--- config.mk ---
export PLATFORM = sky130hd
export DESIGN_NAME = number_entry_unit
export DESIGN_NICKNAME = d
export VERILOG_FILES = /design/src/rtl/number_entry_unit_pkg.sv /design/src/rtl/number_entry_unit_div10.sv /design/src/rtl/number_entry_unit.sv
export SDC_FILE = /design/constraint.sdc
export NUM_CORES = 1
export LEC_CHECK = 0
export CAP_MARGIN = 40
export CORE_ASPECT_RATIO = 0.9
export CORE_MARGIN = 2
export CORE_UTILIZATION = 40
export CTS_CLUSTER_DIAMETER = 120
export DETAILED_ROUTE_END_ITERATION = 8
export PLACE_DENSITY_LB_ADDON = 0.15
export REMOVE_ABC_BUFFERS = 1
export SYNTH_ARGS = -nofsm -noshare
export SYNTH_HDL_FRONTEND = slang
export SYNTH_SLANG_ARGS = --single-unit
--- constraint.sdc ---
create_clock -name clk_i -period 9.55 [get_ports clk_i]
set_input_delay 2.865 -clock clk_i [delete_from_list [all_inputs] [get_ports clk_i]]
set_output_delay 2.865 -clock clk_i [all_outputs]
set_load 0.01 [all_outputs]
--- src/rtl/number_entry_unit_pkg.sv ---
// Shared command encodings and small helpers for the calculator number-entry unit.
package number_entry_unit_pkg;

  typedef enum logic [2:0] {
    NE_OP_NOP    = 3'd0,
    NE_OP_CLEAR  = 3'd1,
    NE_OP_DIGIT  = 3'd2,
    NE_OP_BACK   = 3'd3,
    NE_OP_NEG    = 3'd4,
    NE_OP_LOAD   = 3'd5,
    NE_OP_COMMIT = 3'd6
  } ne_op_e;

  localparam logic [3:0] NE_DIGIT_MAX = 4'd9;

  function automatic logic ne_is_digit(input logic [3:0] d);
    return (d <= NE_DIGIT_MAX);
  endfunction

endpackage

--- src/rtl/number_entry_unit_div10.sv ---
// Sequential restoring divider by the constant 10; one quotient bit per cycle,
// WIDTH iterations in total (the first is taken on the start edge).
module number_div10 #(
  parameter int WIDTH = 32
) (
  input  logic             clk_i,
  input  logic             rst_i,
  input  logic             start_i,
  input  logic [WIDTH-1:0] dividend_i,
  output logic [WIDTH-1:0] quotient_o,
  output logic             done_o
);

  localparam int NW = $clog2(WIDTH + 1);

  logic [3:0]       rem_q, rem_d;
  logic [WIDTH-1:0] quo_q, quo_d;
  logic [NW-1:0]    cnt_q;
  logic             run_q, done_q;
  logic [3:0]       src_rem_s;
  logic [WIDTH-1:0] src_quo_s;
  logic [4:0]       trial_s, diff_s;

  // One restoring step: shift the next dividend bit into the remainder, subtract 10 if it fits.
  always_comb begin
    src_rem_s = start_i ? 4'd0 : rem_q;
    src_quo_s = start_i ? dividend_i : quo_q;
    trial_s   = {src_rem_s, src_quo_s[WIDTH-1]};
    diff_s    = trial_s - 5'd10;
    if (trial_s >= 5'd10) begin
      rem_d = diff_s[3:0];
      quo_d = {src_quo_s[WIDTH-2:0], 1'b1};
    end else begin
      rem_d = trial_s[3:0];
      quo_d = {src_quo_s[WIDTH-2:0], 1'b0};
    end
  end

  // Iteration counter and done pulse; done is registered one cycle after the last step.
  always_ff @(posedge clk_i or posedge rst_i) begin
    if (rst_i) begin
      rem_q  <= 4'd0;
      quo_q  <= {WIDTH{1'b0}};
      cnt_q  <= {NW{1'b0}};
      run_q  <= 1'b0;
      done_q <= 1'b0;
    end else if (start_i) begin
      rem_q  <= rem_d;
      quo_q  <= quo_d;
      cnt_q  <= NW'(WIDTH - 1);
      run_q  <= 1'b1;
      done_q <= 1'b0;
    end else if (run_q) begin
      rem_q  <= rem_d;
      quo_q  <= quo_d;
      cnt_q  <= cnt_q - NW'(1);
      run_q  <= (cnt_q != NW'(1));
      done_q <= (cnt_q == NW'(1));
    end else begin
      done_q <= 1'b0;
    end
  end

  assign quotient_o = quo_q;
  assign done_o     = done_q;

endmodule

--- src/rtl/number_entry_unit.sv ---
// Operand register that builds a signed decimal entry digit by digit.
// Optional backspace divider enabled by defining NUMBER_ENTRY_BACKSPACE_EN.
module number_entry_unit
  import number_entry_unit_pkg::*;
#(
  parameter int WIDTH      = 32,
  parameter int MAX_DIGITS = 9
) (
  input  logic                            clk_i,
  input  logic                            rst_i,
  input  logic                            cmd_valid_i,
  output logic                            cmd_ready_o,
  input  logic [2:0]                      cmd_op_i,
  input  logic [3:0]                      cmd_digit_i,
  input  logic [WIDTH-1:0]                load_data_i,
  output logic [WIDTH-1:0]                number_q_o,
  output logic [$clog2(MAX_DIGITS+1)-1:0] digit_count_o,
  output logic                            entering_o,
  output logic                            overflow_o,
  output logic                            busy_o
);

  localparam int CW = $clog2(MAX_DIGITS + 1);
  localparam logic [WIDTH+3:0] LIM = {5'b00000, {(WIDTH-1){1'b1}}};

  logic [WIDTH-1:0] mag_q, mag_d, num_q, num_d;
  logic             sign_q, sign_d, ent_q, ent_d, ovf_q, ovf_d;
  logic [CW-1:0]    cnt_q, cnt_d;
  logic             busy_s;
  logic [WIDTH-1:0] base_mag_s;
  logic             base_sign_s;
  logic [CW-1:0]    base_cnt_s;
  logic [WIDTH+3:0] prod_s;

`ifdef NUMBER_ENTRY_BACKSPACE_EN
  localparam logic [0:0] ST_IDLE = 1'b0;
  localparam logic [0:0] ST_DIV  = 1'b1;

  logic [0:0]       state_q, state_d;
  logic             div_start_s, div_done_s;
  logic [WIDTH-1:0] div_quo_s;

  number_div10 #(.WIDTH(WIDTH)) u_div10 (
    .clk_i      (clk_i),
    .rst_i      (rst_i),
    .start_i    (div_start_s),
    .dividend_i (mag_q),
    .quotient_o (div_quo_s),
    .done_o     (div_done_s)
  );

  assign busy_s = (state_q == ST_DIV);
`else
  assign busy_s = 1'b0;
`endif

  // Command decode and next-state computation.
  always_comb begin
    mag_d  = mag_q;
    sign_d = sign_q;
    cnt_d  = cnt_q;
    ent_d  = ent_q;
    ovf_d  = ovf_q;
`ifdef NUMBER_ENTRY_BACKSPACE_EN
    state_d     = state_q;
    div_start_s = 1'b0;
`endif
    // A digit after a commit or load starts a fresh positive entry.
    base_mag_s  = ent_q ? mag_q : {WIDTH{1'b0}};
    base_sign_s = ent_q & sign_q;
    base_cnt_s  = ent_q ? cnt_q : {CW{1'b0}};
    prod_s = ({4'b0000, base_mag_s} << 3) + ({4'b0000, base_mag_s} << 1)
           + {{WIDTH{1'b0}}, cmd_digit_i};

    if (busy_s) begin
`ifdef NUMBER_ENTRY_BACKSPACE_EN
      if (div_done_s) begin
        mag_d   = div_quo_s;
        cnt_d   = cnt_q - CW'(1);
        sign_d  = (div_quo_s == {WIDTH{1'b0}}) ? 1'b0 : sign_q;
        state_d = ST_IDLE;
      end else begin
        state_d = ST_DIV;
      end
`endif
    end else if (cmd_valid_i) begin
      case (ne_op_e'(cmd_op_i))
        NE_OP_CLEAR: begin
          mag_d  = {WIDTH{1'b0}};
          sign_d = 1'b0;
          cnt_d  = {CW{1'b0}};
          ent_d  = 1'b0;
          ovf_d  = 1'b0;
        end
        NE_OP_DIGIT: begin
          if (ne_is_digit(cmd_digit_i)) begin
            mag_d  = base_mag_s;
            sign_d = base_sign_s;
            cnt_d  = base_cnt_s;
            ent_d  = 1'b1;
            if ((base_cnt_s == CW'(MAX_DIGITS)) || (prod_s > LIM)) begin
              ovf_d = 1'b1;
            end else if ((base_mag_s == {WIDTH{1'b0}}) && (cmd_digit_i == 4'd0)) begin
              cnt_d = base_cnt_s;
            end else begin
              mag_d = prod_s[WIDTH-1:0];
              cnt_d = base_cnt_s + CW'(1);
            end
          end else begin
            mag_d = mag_q;
          end
        end
        NE_OP_BACK: begin
`ifdef NUMBER_ENTRY_BACKSPACE_EN
          if ((cnt_q != {CW{1'b0}}) && ent_q) begin
            div_start_s = 1'b1;
            state_d     = ST_DIV;
          end else begin
            state_d = ST_IDLE;
          end
`endif
        end
        NE_OP_NEG: begin
          if (mag_q == {WIDTH{1'b0}}) begin
            sign_d = sign_q;
          end else if (sign_q && ({4'b0000, mag_q} > LIM)) begin
            ovf_d = 1'b1;
          end else begin
            sign_d = ~sign_q;
          end
        end
        NE_OP_LOAD: begin
          sign_d = load_data_i[WIDTH-1];
          mag_d  = load_data_i[WIDTH-1] ? (~load_data_i + {{(WIDTH-1){1'b0}}, 1'b1})
                                        : load_data_i;
          cnt_d  = {CW{1'b0}};
          ent_d  = 1'b0;
          ovf_d  = 1'b0;
        end
        NE_OP_COMMIT: ent_d = 1'b0;
        default:      ent_d = ent_q;
      endcase
    end else begin
      ent_d = ent_q;
    end

    num_d = sign_d ? (~mag_d + {{(WIDTH-1){1'b0}}, 1'b1}) : mag_d;
  end

  // State registers; the visible value is registered alongside its magnitude.
  always_ff @(posedge clk_i or posedge rst_i) begin
    if (rst_i) begin
      mag_q  <= {WIDTH{1'b0}};
      num_q  <= {WIDTH{1'b0}};
      sign_q <= 1'b0;
      cnt_q  <= {CW{1'b0}};
      ent_q  <= 1'b0;
      ovf_q  <= 1'b0;
`ifdef NUMBER_ENTRY_BACKSPACE_EN
      state_q <= ST_IDLE;
`endif
    end else begin
      mag_q  <= mag_d;
      num_q  <= num_d;
      sign_q <= sign_d;
      cnt_q  <= cnt_d;
      ent_q  <= ent_d;
      ovf_q  <= ovf_d;
`ifdef NUMBER_ENTRY_BACKSPACE_EN
      state_q <= state_d;
`endif
    end
  end

  assign cmd_ready_o   = ~busy_s;
  assign busy_o        = busy_s;
  assign number_q_o    = num_q;
  assign digit_count_o = cnt_q;
  assign entering_o    = ent_q;
  assign overflow_o    = ovf_q;

endmodule
==> results.py <==
metrics = {
    "floorplanning": {
        "die_h_microns": 133,
        "die_x_microns": 147,
        "row_count": 47,
        "io_pins": 82,
        "start_util_pct": 40.5,
        "core_area_sq_um": 18300,
        "die-area_sq_um": 19600,
    },
    "outcome": {
        "status": "completed",
    },
    "detailed_routing": {
        "vias_per_cell": 6.03,
        "drt_iter0_drc": 601,
        "wirelength_microns": 25000,
        "num_vias": 7370,
        "route.detailed.drc": 0,
        "avgRoutedWirePerCell_microns": 20.5,
        "route.antenna.remaining_nets": 0,
        "drt_pass1_iterations": 5,
    },
    "synthesis": {
        "synth-main-ff-cell": "dfrtp_1",
        "synth_area_leaders": "dfrtp_1 24%, ha_1 11%, xor2_1 6.0%",
        "syn_avg_cell_area_sq_um": 8.15,
        "yosysWarningCount": 0,
        "async_flop_share_pct": 100,
        "synth_edf_count": 0,
        "synthCells": 909,
        "ys_types": 86,
        "yosysTopAreaCellShare_pct": 23.6,
        "ys_ff_latch": 70,
        "syn_area_sq_um": 7410,
        "synth_top_area_cell": "dfrtp_1",
        "ys_seq_area_share_pct": 23.6,
    },
    "sta": {
        "fmax_ghz": 0.119,
        "fin_skew_ns": 0.00668,
        "finalSetupViolCount": 0,
        "fin_crit_sh_pct": 88.3,
        "slew_violations": 0,
        "whs_ns": 0.536,
        "max_slew.worst_pin.slew_ns": 0.893,
        "finalSetupTns_ns": 0,
        "post-route-min-period_ns": 8.43,
        "slew_headroom_pct": 39.9,
        "setup_slack_ns": 1.12,
        "rsz0062_at_grt": "no",
        "finalHoldViolCount": 0,
    },
    "grt": {
        "grt.total_usage_pct": 25.3,
        "grt_pass1_wl_microns": 38900,
        "first_global_vias": 6960,
        "antenna_found_initial": 0,
        "grt_max_degree": 63,
        "overflow": 0,
    },
    "power_and_ir_drop": {
        "peakVddDrop_uv": 103,
        "power.density_nw_per_um2": 145,
        "p_leak_nw": 3.82,
        "p_total_mw": 1.26,
    },
    "clock_network": {
        "ctsHtreeMaxLevel": 3,
        "root_buffer": "clkbuf_16",
        "cts_resized": 0,
        "cts_hold_buf": 0,
        "clk_latency_ns": 0.34,
        "cts_tree": "built",
        "clk_pin_slew_ns": 0.06,
        "cts_setup_buffers": 0,
        "cts_buffers": 9,
        "clock_path_buffers": 2,
        "clock_sinks": 70,
    },
    "finish": {
        "area_delta_synth_final_pct": 16.9,
        "drive_gt1_share_pct": 6.35,
        "regArea_sq_um": 1750,
        "nets": 1082,
        "layout_common_cells": "95 x nand2_1, 84 x nor2_1, 79 x clkdlybuf4s50_1",
        "finalInstanceArea_sq_um": 8670,
        "fillers": 1850,
        "multi_input_comb_area_sq_um": 5300,
        "stdcell_count": 1222,
        "final_common_cell": "nand2_1",
        "final_util_pct": 47.4,
        "antennaDiodeCount": 0,
    },
    "place": {
        "gp_congestion": 0.965,
        "placed_area_sq_um": 8370,
        "dp_hpwl_microns": 19800,
        "post-place-ws_ns": 0.878,
        "placed_cells": 1206,
        "io_buffer_count": 79,
    },
    "flow_run": {
        "drv_cap": 0,
    },
    "setup_path": {
        "path_class": "in -> reg",
        "startpoint_type": "primary input",
        "cp_max_fo": 17,
        "r2r_start": "entering_o",
        "cp-end-kind": "flip-flop",
        "r2r_setup_slack_ns": 3.00,
        "crit_required_ns": 9.75,
        "r2r_cells": 17,
        "worstPathArrival_ns": 8.63,
        "reg2reg_to": "number_q_o[31]",
    },
    "worst_hold_path": {
        "min_delay_worst_endpoint": "overflow_o",
        "hold_start": "overflow_o",
        "hold_depth": 2,
        "holdCritPathClass": "reg -> reg",
    },
}
==> kinds of logic after synthesis <==
kind of cell    Yosys count  share of synthesized area, %
compound gates          282                          26.5
xor+xnor                 86                          10.4
fa+ha+maj                68                          11.6
buf+inv                  70                          4.96
flops                    70                          23.6
mux                       6                         0.827
other cells               2                         0.101
simple gates            325                          22.0
==> synth_stat cells, types with 7 or more instances <==
| cell type | n |
|---|---|
| buf_6 | 8 |
| nand3_1 | 14 |
| o21ai_1 | 9 |
| a21o_1 | 11 |
| xor2_1 | 51 |
| a211oi_1 | 7 |
| o41ai_1 | 8 |
| buf_4 | 11 |
| nand4_1 | 12 |
| ha_1 | 67 |
| o31ai_1 | 10 |
| a31oi_1 | 13 |
| nor3_1 | 18 |
| nand2b_1 | 8 |
| and2_1 | 34 |
| or4_1 | 8 |
| a21oi_1 | 72 |
| o21ai_0 | 54 |
| nor4_1 | 17 |
| dfrtp_1 | 70 |
| clkbuf_1 | 15 |
| inv_1 | 32 |
| xnor2_1 | 33 |
| nor2_1 | 84 |
| o21a_1 | 7 |
| nand2_1 | 95 |
==> layer usage <==
metal,vias to the layer above,routed length (microns),track usage (%)
li1,3496,-,-
met1,3536,11200,35.0
met2,300,11300,40.2
met3,38,1880,5.10
met4,0,613,7.00
met5,-,0,0
==> registers in the layout, summed over array words and instances (netlist names) <==
register and cells:
sign_q 1, digit_count_o 4, entering_o 1, mag_q 31
number_q_o 32, overflow_o 1
==> critical path: stages <==
cell and delay [ns]:
clkdlybuf4s50_1 0.57, xnor2_1 0.11, ha_1 0.18, a31o_2 0.21, ha_1 0.37, a211oi_1 0.11
o21ai_1 0.31, nand4_1 0.22, nand2_1 0.22, a221oi_2 0.13, nor4_4 0.40, and3_1 0.76
a211oi_2 0.26, a2111oi_4 0.43, or3b_4 0.46, nor4_4 0.58, a41oi_1 0.24, xor2_1 0.19
==> layout make-up <==
cell class	count	area share (%)
Multi-Input combinational cell	769	61.1
Sequential cell	70	20.2
Timing Repair Buffer	90	10.3
Tap cell	245	3.54
Clock buffer	9	2.60
Inverter	32	1.39
Clock inverter	7	0.837
==> report_power, final <==
| part | internal [mW] | switching [mW] | leakage, nW |
|---|---|---|---|
| Sequential | 0.356 | 0.0378 | 0.906 |
| Clock | 0.203 | 0.137 | 0.142 |
| Combinational | 0.227 | 0.295 | 2.77 |
==> worst max path at each step <==
stage / end / slack [ns] / cells after the start / startpoint
after global placement: number_q_o[31] / 0.96 / 18 / cmd_digit_i[3]
after CTS: number_q_o[31] / 1.21 / 18 / cmd_digit_i[3]
after floorplan: number_q_o[31] / 2.23 / 16 / cmd_digit_i[2]
after global routing: number_q_o[30] / 0.69 / 18 / cmd_digit_i[3]
final: number_q_o[31] / 1.12 / 18 / cmd_digit_i[3]
after detailed placement: number_q_o[31] / 0.88 / 18 / cmd_digit_i[3]
(Power assumes the default switching activity.)
